$ cat config.mk
export PLATFORM = sky130hd
export DESIGN_NAME = slink_stream_dechopper_flat
export DESIGN_NICKNAME = d
export VERILOG_FILES = /design/src/rtl/slink_stream_dechopper_if.sv /design/src/rtl/slink_stream_dechopper.sv /design/src/flat_wrapper.sv
export SDC_FILE = /design/constraint.sdc
export NUM_CORES = 1
export LEC_CHECK = 0
export ABC_CLOCK_PERIOD_IN_PS = 1100
export CAP_MARGIN = 30
export CORE_MARGIN = 2
export CORE_UTILIZATION = 13
export DETAILED_ROUTE_END_ITERATION = 6
export MAX_ROUTING_LAYER = met4
export PLACE_DENSITY = 0.95
export SETUP_SLACK_MARGIN = 0.4
export SLEW_MARGIN = 20
export SYNTH_ARGS = -nofsm -noshare
export SYNTH_HDL_FRONTEND = slang
export SYNTH_SLANG_ARGS = --single-unit
$ cat constraint.sdc
create_clock -name clk_i -period 1.1 [get_ports clk_i]
set_input_delay 0.22 -clock clk_i [delete_from_list [all_inputs] [get_ports clk_i]]
set_output_delay 0.22 -clock clk_i [all_outputs]
set_load 0.02 [all_outputs]
$ cat src/rtl/slink_stream_dechopper_if.sv
// Stream bundle for the serial-link RX dechopper: chunked input side
// (per-element valid) and reassembled-word output side (single valid).
interface slink_stream_dechopper_if #(
  parameter type element_t = logic [15:0],
  parameter int  Width     = -1
);

  element_t [Width-1:0] data_i;
  logic     [Width-1:0] valid_i;
  logic                 ready_o;
  element_t [Width-1:0] data_o;
  logic                 valid_o;
  logic                 ready_i;

  modport slave (
    input  data_i,
    input  valid_i,
    output ready_o,
    output data_o,
    output valid_o,
    input  ready_i
  );

  modport master (
    output data_i,
    output valid_i,
    input  ready_o,
    input  data_o,
    input  valid_o,
    output ready_i
  );

endinterface

$ cat src/rtl/slink_stream_dechopper.sv
// Serial-link RX dechopper: reassembles chopped chunks into full words.
// Optional macro SLINK_DECHOPPER_RESYNC_EN drops assembly on misaligned flush.
module slink_stream_dechopper #(
  parameter type element_t = logic [15:0],
  parameter int  Width     = -1,
  localparam int Log2Width = $clog2(Width)
) (
  input  logic                 clk_i,
  input  logic                 rst_ni,
  input  logic                 clear_i,
  input  logic                 bypass_en_i,
  input  logic [Log2Width-1:0] cfg_chopsize_i,
  slink_stream_dechopper_if.slave bus,
  output logic                 err_o
);

  localparam int CatW = $clog2(2 * Width);

  element_t [Width-1:0]   asm_q, asm_d;
  element_t [Width-1:0]   out_q, out_d;
  logic [Log2Width-1:0]   fill_q, fill_d;
  logic                   out_valid_q, out_valid_d;
  logic                   err_q, err_d;

  logic [Log2Width:0]     k;
  logic [Log2Width:0]     tot;
  logic [Width-1:0]       mask;
  element_t [2*Width-1:0] cat;
  logic                   thermo_ok;
  logic                   partial;
  logic                   misalign;
  logic                   ready_int;
  logic                   xfer;

  always_comb begin
    k = '0;
    for (int i = 0; i < Width; i++) begin
      k = k + {{Log2Width{1'b0}}, bus.valid_i[i]};
    end
  end

  always_comb begin
    mask = '0;
    for (int i = 0; i < Width; i++) begin
      mask[i] = (i < int'(k));
    end
  end

  // Existing fill first, then the low k elements of the new chunk.
  always_comb begin
    cat = '0;
    for (int i = 0; i < Width; i++) begin
      if (i < int'(fill_q)) cat[i] = asm_q[i];
    end
    for (int i = 0; i < Width; i++) begin
      if (i < int'(k)) cat[CatW'(int'(fill_q) + i)] = bus.data_i[i];
    end
  end

  assign thermo_ok = (mask == bus.valid_i);
  assign tot       = (Log2Width+1)'(fill_q) + k;
  assign partial   = (k != '0) && (k < {1'b0, cfg_chopsize_i});
  assign misalign  = partial && (int'(tot) != Width);

  assign ready_int = clear_i | !out_valid_q | bus.ready_i;
  assign xfer      = !bypass_en_i && !clear_i && ready_int && (k != '0);

  always_comb begin
    asm_d       = asm_q;
    fill_d      = fill_q;
    out_d       = out_q;
    out_valid_d = out_valid_q;
    err_d       = err_q;
    if (clear_i) begin
      asm_d       = '0;
      fill_d      = '0;
      out_d       = '0;
      out_valid_d = 1'b0;
      err_d       = 1'b0;
    end else if (!bypass_en_i) begin
      if (out_valid_q && bus.ready_i) out_valid_d = 1'b0;
      if (xfer) begin
        if (!thermo_ok || misalign) err_d = 1'b1;
`ifdef SLINK_DECHOPPER_RESYNC_EN
        if (misalign) begin
          fill_d = '0;
        end else begin
`else
        begin
`endif
          if (int'(tot) >= Width) begin
            out_d       = cat[Width-1:0];
            asm_d       = cat[2*Width-1:Width];
            out_valid_d = 1'b1;
            fill_d      = Log2Width'(int'(tot) - Width);
          end else begin
            asm_d  = cat[Width-1:0];
            fill_d = Log2Width'(tot);
          end
        end
      end
    end
  end

  always_ff @(posedge clk_i or negedge rst_ni) begin
    if (!rst_ni) begin
      asm_q       <= '0;
      fill_q      <= '0;
      out_q       <= '0;
      out_valid_q <= 1'b0;
      err_q       <= 1'b0;
    end else begin
      asm_q       <= asm_d;
      fill_q      <= fill_d;
      out_q       <= out_d;
      out_valid_q <= out_valid_d;
      err_q       <= err_d;
    end
  end

  assign bus.ready_o = bypass_en_i ? bus.ready_i : ready_int;
  assign bus.data_o  = bypass_en_i ? bus.data_i : out_q;
  assign bus.valid_o = bypass_en_i ? |bus.valid_i : out_valid_q;
  assign err_o       = err_q;

endmodule

$ cat src/flat_wrapper.sv
// flat-port wrapper written by rule: the top's interface ports become plain ports
module slink_stream_dechopper_flat 
#(
  parameter type element_t = logic [15:0],
  parameter int  Width     = -1,
  localparam int Log2Width = $clog2(Width)
)
  (clk_i, rst_ni, clear_i, bypass_en_i, cfg_chopsize_i, err_o, bus_data_i, bus_valid_i, bus_ready_o, bus_data_o, bus_valid_o, bus_ready_i);
  slink_stream_dechopper_if #(.element_t(element_t), .Width(Width)) bus_i ();
  input  logic clk_i;
  input  logic rst_ni;
  input  logic clear_i;
  input  logic bypass_en_i;
  input  logic [Log2Width-1:0] cfg_chopsize_i;
  output logic err_o;
  input wire logic [$bits(bus_i.data_i)-1:0] bus_data_i;
  input wire logic [$bits(bus_i.valid_i)-1:0] bus_valid_i;
  output wire logic [$bits(bus_i.ready_o)-1:0] bus_ready_o;
  output wire logic [$bits(bus_i.data_o)-1:0] bus_data_o;
  output wire logic [$bits(bus_i.valid_o)-1:0] bus_valid_o;
  input wire logic [$bits(bus_i.ready_i)-1:0] bus_ready_i;
  assign bus_i.data_i = bus_data_i;
  assign bus_i.valid_i = bus_valid_i;
  assign bus_ready_o = bus_i.ready_o;
  assign bus_data_o = bus_i.data_o;
  assign bus_valid_o = bus_i.valid_o;
  assign bus_i.ready_i = bus_ready_i;
  slink_stream_dechopper #(.element_t(element_t), .Width(Width)) u_core (.clk_i(clk_i), .rst_ni(rst_ni), .clear_i(clear_i), .bypass_en_i(bypass_en_i), .cfg_chopsize_i(cfg_chopsize_i), .bus(bus_i), .err_o(err_o));
endmodule
---- After elaboration in Yosys (flattened, before gate mapping) ----
Index checks and enable logic that the tools add are counted.
word-level totals
  bits of input ports ..................... 88
  output and inout bits ................... 51
  bits in registers ....................... 1
  word-level logic and storage cells ...... 15
cells by class
  equality and inequality tests ........... 1
  bitwise logic cells ..................... 2
  reduce and logical (&&, ||, !) cells .... 5
  mux-type cells .......................... 6
operators with widths
  cell                                           count
  two-way mux 48 bit                             1
  two-way mux 1 bit                              5
  OR reduction 3 bit                             1
  inequality test 2 bit (second input constant)  1
  OR 1 bit                                       2
  AND reduction 2 bit                            1
  nonzero test 2 bit                             1
  logical AND 1 bit                              1
  logical NOT 1 bit                              1

---- Logic depth before layout (Yosys ltp) ----
Gate-level depths: netlist of run 1.
  depth in word-level cells ............... 4
  gate-level depth with buffers ........... 2

---- Worst setup path before layout of run 1 ----
No wires, ideal clock.
  path type ............................... input -> output
  start point ............................. in bypass_en_i
  end point ............................... out bus_valid_o
  required time ........................... 0.880 ns
  data arrival time ....................... 0.597 ns
  setup slack ............................. 0.283 ns
  stages .................................. 2
  cells stage by stage .................... buf_2 > o31a_1
between the ends
  longest elaborated chain between the ends .. 1
ends and longest elaborated chain
  element             line                           RTL
  start: declaration  flat_wrapper.sv:13             input logic bypass_en_i;
  two-way mux 1 bit   slink_stream_dechopper.sv:123  assign bus.valid_o = bypass_en_i ? |bus.valid_i : out_valid_q;
  end: declaration    flat_wrapper.sv:20             output wire logic [$bits(bus_i.valid_o)-1:0] bus_valid_o;
No other way between the ends.

---- Final worst setup path of run 1 ----
  start point ............................. in bypass_en_i
  end point ............................... out bus_data_o[4]
between the ends
  longest elaborated chain between the ends .. 1
ends and longest elaborated chain
  element             line                           RTL
  two-way mux 48 bit  slink_stream_dechopper.sv:122  assign bus.data_o = bypass_en_i ? bus.data_i : out_q;
  end: declaration    flat_wrapper.sv:19             output wire logic [$bits(bus_i.data_o)-1:0] bus_data_o;
No other way between the ends.

==> metrics, run 1 <==
status=completed; Post-Synth Simple-Gate Area=0.872; compound-cell area share of the yosys netlist=0.0249; Die Y-Extent=56.0 um; Post-route DRC=0; most common cell after layout, fill and taps aside=buf_6; Finished Layout Cells=191; Min Clock Period, post-route=994 ps; Slowest-stage cell, CP=clkbuf_16; Routed WL=2.54 mm; Placed Cells=186; CP Cell Sequence=buf_16 -> clkbuf_16 -> and2_4 -> buf_6; IO buf count=103; Setup CP Type=input port to output port; HP Class=input port to output port; RePlAce Congestion=0.833; routed vias/inst=4.04; Initial Utilization=0.139; pin count of the biggest net entering global routing=11; Final ANT Viol Nets=0; yosys warns=0; Crit. End Element=output port; Tcrit/Tclk final=0.903; peak fanout along the critical path=7; Met3 Routed Length=205 um; mux cell area share after synthesis=0; DR iter-0 viols=1; max-slew violation count=0; Die ar.=3140 um^2; Seq. cell area=0 um^2; Mapped Nets=145; Area growth syn-to-layout=383%; Post-CTS Hold Buffers=0; Hold Violations, Final=0; GRT Util Overall=0.155; Pleak=0.899 nW; vias=772; Fillers=222; RSZ-0062 raised after global routing=yes; clock buf count=0; Core Box Area=2520 um^2; Worst EP arrival=770 ps; fraction of layout cells with a size suffix above 1=0.683; top cell type's share of synthesized area=0.854; TritonRoute pass-1 iters=3; Placed Instance Area=1550 um^2; XOR/XNOR Fraction of Synth Area=0; Yosys top cell by area=and2_1; n_diodes=0; Fmax=1010 MHz; top cells by area, synth=and2_1 (85%), clkbuf_2 (4.3%), buf_2 (2.8%), o31a_1 (2.5%), buf_4 (2.1%); hold slack=768 ps; I/O pin total=139; PwrDens=433 nW/um^2; max-cap viol count=0; Critical Path RT=880 ps; FP Rows=18; setup bufs post-CTS=0; VDD IR max=265 uV; Avg Cell Area, Syn=6.17 um^2; Final Instance Area=1700 um^2; most frequent cells in the layout=buf_6 (50), and2_4 (48), dlygate4sd2_1 (47), buf_16 (5), buf_2 (3); aggregate global routing overflow=0; drt wl/cell=13.3 um; Yosys cell types=7; met1 WL=724 um; Die X=56.0 um; Startpoint Class=input port; largest family of logic cells by synthesized area=simple AND/OR/NAND/NOR gates; Final #Nets=251; Cells after Synth=57; Multi-input gate area=447 um^2; CP max stage delay=160 ps; initial antenna violation count=0; final setup fails=0; routed wl met2=1.61 mm; Top Metal Used=met3; number of global-route vias before repair=841; post-synthesis sequential area ratio=0; Adder-Cell Fraction of Synth Area=0; Seq cells=0; mapped cell area=352 um^2; first-pass GRT wire length=3.86 mm
-- cell usage after synthesis --
cell / number
o31a_1: 1
and2_1: 48
buf_2: 2
clkbuf_2: 3
buf_4: 1
conb_1: 1
nand2b_1: 1
-- worst paths after layout --
| kind | to | from | slack, ps | depth (start not counted) |
|---|---|---|---|---|
| hold / removal | bus_valid_o | bus_valid_i[1] | 770 | 3 |
| setup / recovery | bus_data_o[4] | bypass_en_i | 110 | 4 |
-- what timing repair did --
action / 4_1_cts / 5_1_grt
gates cloned: 4 / 1
setup endpoints to repair: 50 / 50
gates resized for setup: 373 / 1
pin swaps: 41 / 31
-- logic make-up (layout without fill, tap and decap cells) --
logic type,count (synthesis),count (layout)
AO/OA/AOI/OAI,1,1
buffers and inverters,6,110
other,1,1
AND/OR/NAND/NOR,49,49
-- area by class of cell --
cell class         instances  area share
well taps                 30      0.0221
multi-input cells         51       0.263
repair buffers           110       0.715
-- stage by stage --
step                setup TNS, ps  power [mW]  worst slack [ps]   util
finish                          0       0.735               106  0.673
global route                    0       0.771              90.4  0.673
CTS                             0       0.731               104  0.660
detailed placement         -42760       0.697              -887  0.615
global placement           -41470       0.683              -853  0.615
floorplan                       0       0.316               305      -
-- critical path: cells and delay by family --
kind,cells,cell delay [ps]
buf+inv,3,420
simple gates,1,130
-- per-layer routing --
layer | vias to the layer above | track usage
met1 | 346 | 0.141
met5 | - | -
li1 | 379 | -
met4 | 0 | 0
met2 | 47 | 0.343
met3 | 0 | 0.0233
-- power breakdown --
| part | internal, mW | switching (mW) |
|---|---|---|
| Sequential | 0 | 0 |
| Combinational | 0.457 | 0.277 |
| Clock | 0 | 0 |
| Total | 0.457 | 0.277 |
No activity file was read; power rests on OpenSTA's default activity.
==> run 2, diff against run 1 <==
--- a/config.mk
+++ b/config.mk
@@ -5,7 +5,6 @@
 export SDC_FILE = /design/constraint.sdc
 export NUM_CORES = 1
 export LEC_CHECK = 0
-export ABC_CLOCK_PERIOD_IN_PS = 1100
 export CAP_MARGIN = 30
 export CORE_MARGIN = 2
 export CORE_UTILIZATION = 13
==> results of run 2 <==
Final layout, timing and power as in run 1 (identical DEF).
==> run 3, diff against run 2 <==
--- a/config.mk
+++ b/config.mk
@@ -5,12 +5,11 @@
 export SDC_FILE = /design/constraint.sdc
 export NUM_CORES = 1
 export LEC_CHECK = 0
-export CAP_MARGIN = 30
 export CORE_MARGIN = 2
-export CORE_UTILIZATION = 13
+export CORE_UTILIZATION = 10
 export DETAILED_ROUTE_END_ITERATION = 6
 export MAX_ROUTING_LAYER = met4
-export PLACE_DENSITY = 0.95
+export PLACE_DENSITY = 0.84
 export SETUP_SLACK_MARGIN = 0.4
 export SLEW_MARGIN = 20
 export SYNTH_ARGS = -nofsm -noshare
==> constraint.sdc (replaced) <==
create_clock -name clk_i -period 0.86 [get_ports clk_i]
set_input_delay 0.172 -clock clk_i [delete_from_list [all_inputs] [get_ports clk_i]]
set_output_delay 0.172 -clock clk_i [all_outputs]
set_load 0.02 [all_outputs]
==> metrics, run 3 (synthesis results as in run 1) <==
Crit. End Element=output port; initial antenna violation count=0; switching power=0.347 mW; Initial Utilization=0.105; Area growth syn-to-layout=379%; Die Y-Extent=63.3 um; Min Clock Period, post-route=891 ps; Final Instance Area=1680 um^2; Critical Path RT=690 ps; most frequent cells in the layout=buf_6 (50), and2_4 (48), dlygate4sd2_1 (48), buf_16 (4); Post-route DRC=0; Total Power=0.918 mW; aggregate global routing overflow=0; vias=759; DR iter-0 viols=14; Final #Nets=250; max-slew violation count=0; Tcrit/Tclk final=1.04; Die X=63.3 um; setup bufs post-CTS=0; number of global-route vias before repair=789; Clk pwr share=0; clock buf count=0; final setup margin=-31.3 ps; CP max stage delay=150 ps; TritonRoute pass-1 iters=4; Post-CTS Hold Buffers=0; max-cap viol count=0; final setup fails=49; HP Class=input port to output port; pin count of the biggest net entering global routing=11; register share of total power=0; switching share of power=0.378; status=finished with violations; Finished Layout Cells=206; DPL Wire Length=1.68 mm; PwrDens=545 nW/um^2; routed vias/inst=3.68; Gate power share=1.000; violated checks=negative setup slack; I/O pin total=139; Fmax=1120 MHz; Seq. cell area=0 um^2; Die ar.=4010 um^2; Worst EP arrival=720 ps; Hold Violations, Final=0; Final ANT Viol Nets=0; drt wl/cell=10.7 um; Seq cells=0; CP Cell Sequence=buf_12 -> buf_12 -> and2_4 -> buf_6; CP most frequent cell=buf_12; FP Rows=21; first-pass GRT wire length=3.78 mm; RePlAce Congestion=0.641; hold slack=663 ps; Core Box Area=3360 um^2; Placed Instance Area=1570 um^2; RSZ-0062 raised after global routing=yes; Startpoint Class=input port; fraction of layout cells with a size suffix above 1=0.681; VDD IR max=204 uV; n_diodes=0; most common cell after layout, fill and taps aside=buf_6; IO buf count=103; Setup TNS=-875 ps; GRT Util Overall=0.115; Setup CP Type=input port to output port; Routed WL=2.21 mm; Pleak=0.884 nW; Slowest-stage cell, CP=and2_4; Placed Cells=202; Int Power=0.571 mW; peak fanout along the critical path=10
run 3: metal layers:
metal / track usage / up-vias / wire length [um] / part of all wire
met5: - / - / 0 / 0
met4: 0 / 0 / 0 / 0
met3: 0.0161 / 0 / 198 / 0.090
met2: 0.223 / 54 / 1210 / 0.55
met1: 0.134 / 328 / 799 / 0.36
li1: - / 377 / - / -
run 3: metrics by stage:
step	setup WS, ps	utilization
6_report	-31.3	0.500
5_1_grt	-50.5	0.500
4_1_cts	-35.6	0.500
3_5_place_dp	-711	0.467
3_3_place_gp	-703	0.467
2_1_floorplan	161	-
run 3: path summary, 6_finish.rpt:
check,to,slack (ps),from,depth (start not counted)
worst min-delay path,bus_valid_o,660,bus_valid_i[1],3
worst max-delay path,bus_data_o[30],-30,bypass_en_i,4
run 3: timing repair:
item                                   CTS  global route
endpoints found under the hold margin    0             0
resized for setup                      367             0
cloned                                   4             0
pin swaps                               17             0
setup endpoints to repair               50            50
run 3: critical path, delay by kind of cell:
| family | cells | cell delay [ps] |
|---|---|---|
| and+or+nand+nor | 1 | 150 |
| buffers and inverters | 3 | 390 |
run 3: power by group through the flow:
stage                     registers [mW]  logic [mW]  clock network [mW]
after CTS                              0       0.930                   0
after detailed placement               0       0.883                   0
after global placement                 0       0.875                   0
after floorplan                        0       0.409                   0
after global routing                   0       0.972                   0
final                                  0       0.918                   0
run 3: final cells by class:
type | instances | area, um^2
well taps | 46 | 57.6
repair buffers | 109 | 1180
fillers | 356 | 1680
multi-input cells | 51 | 447
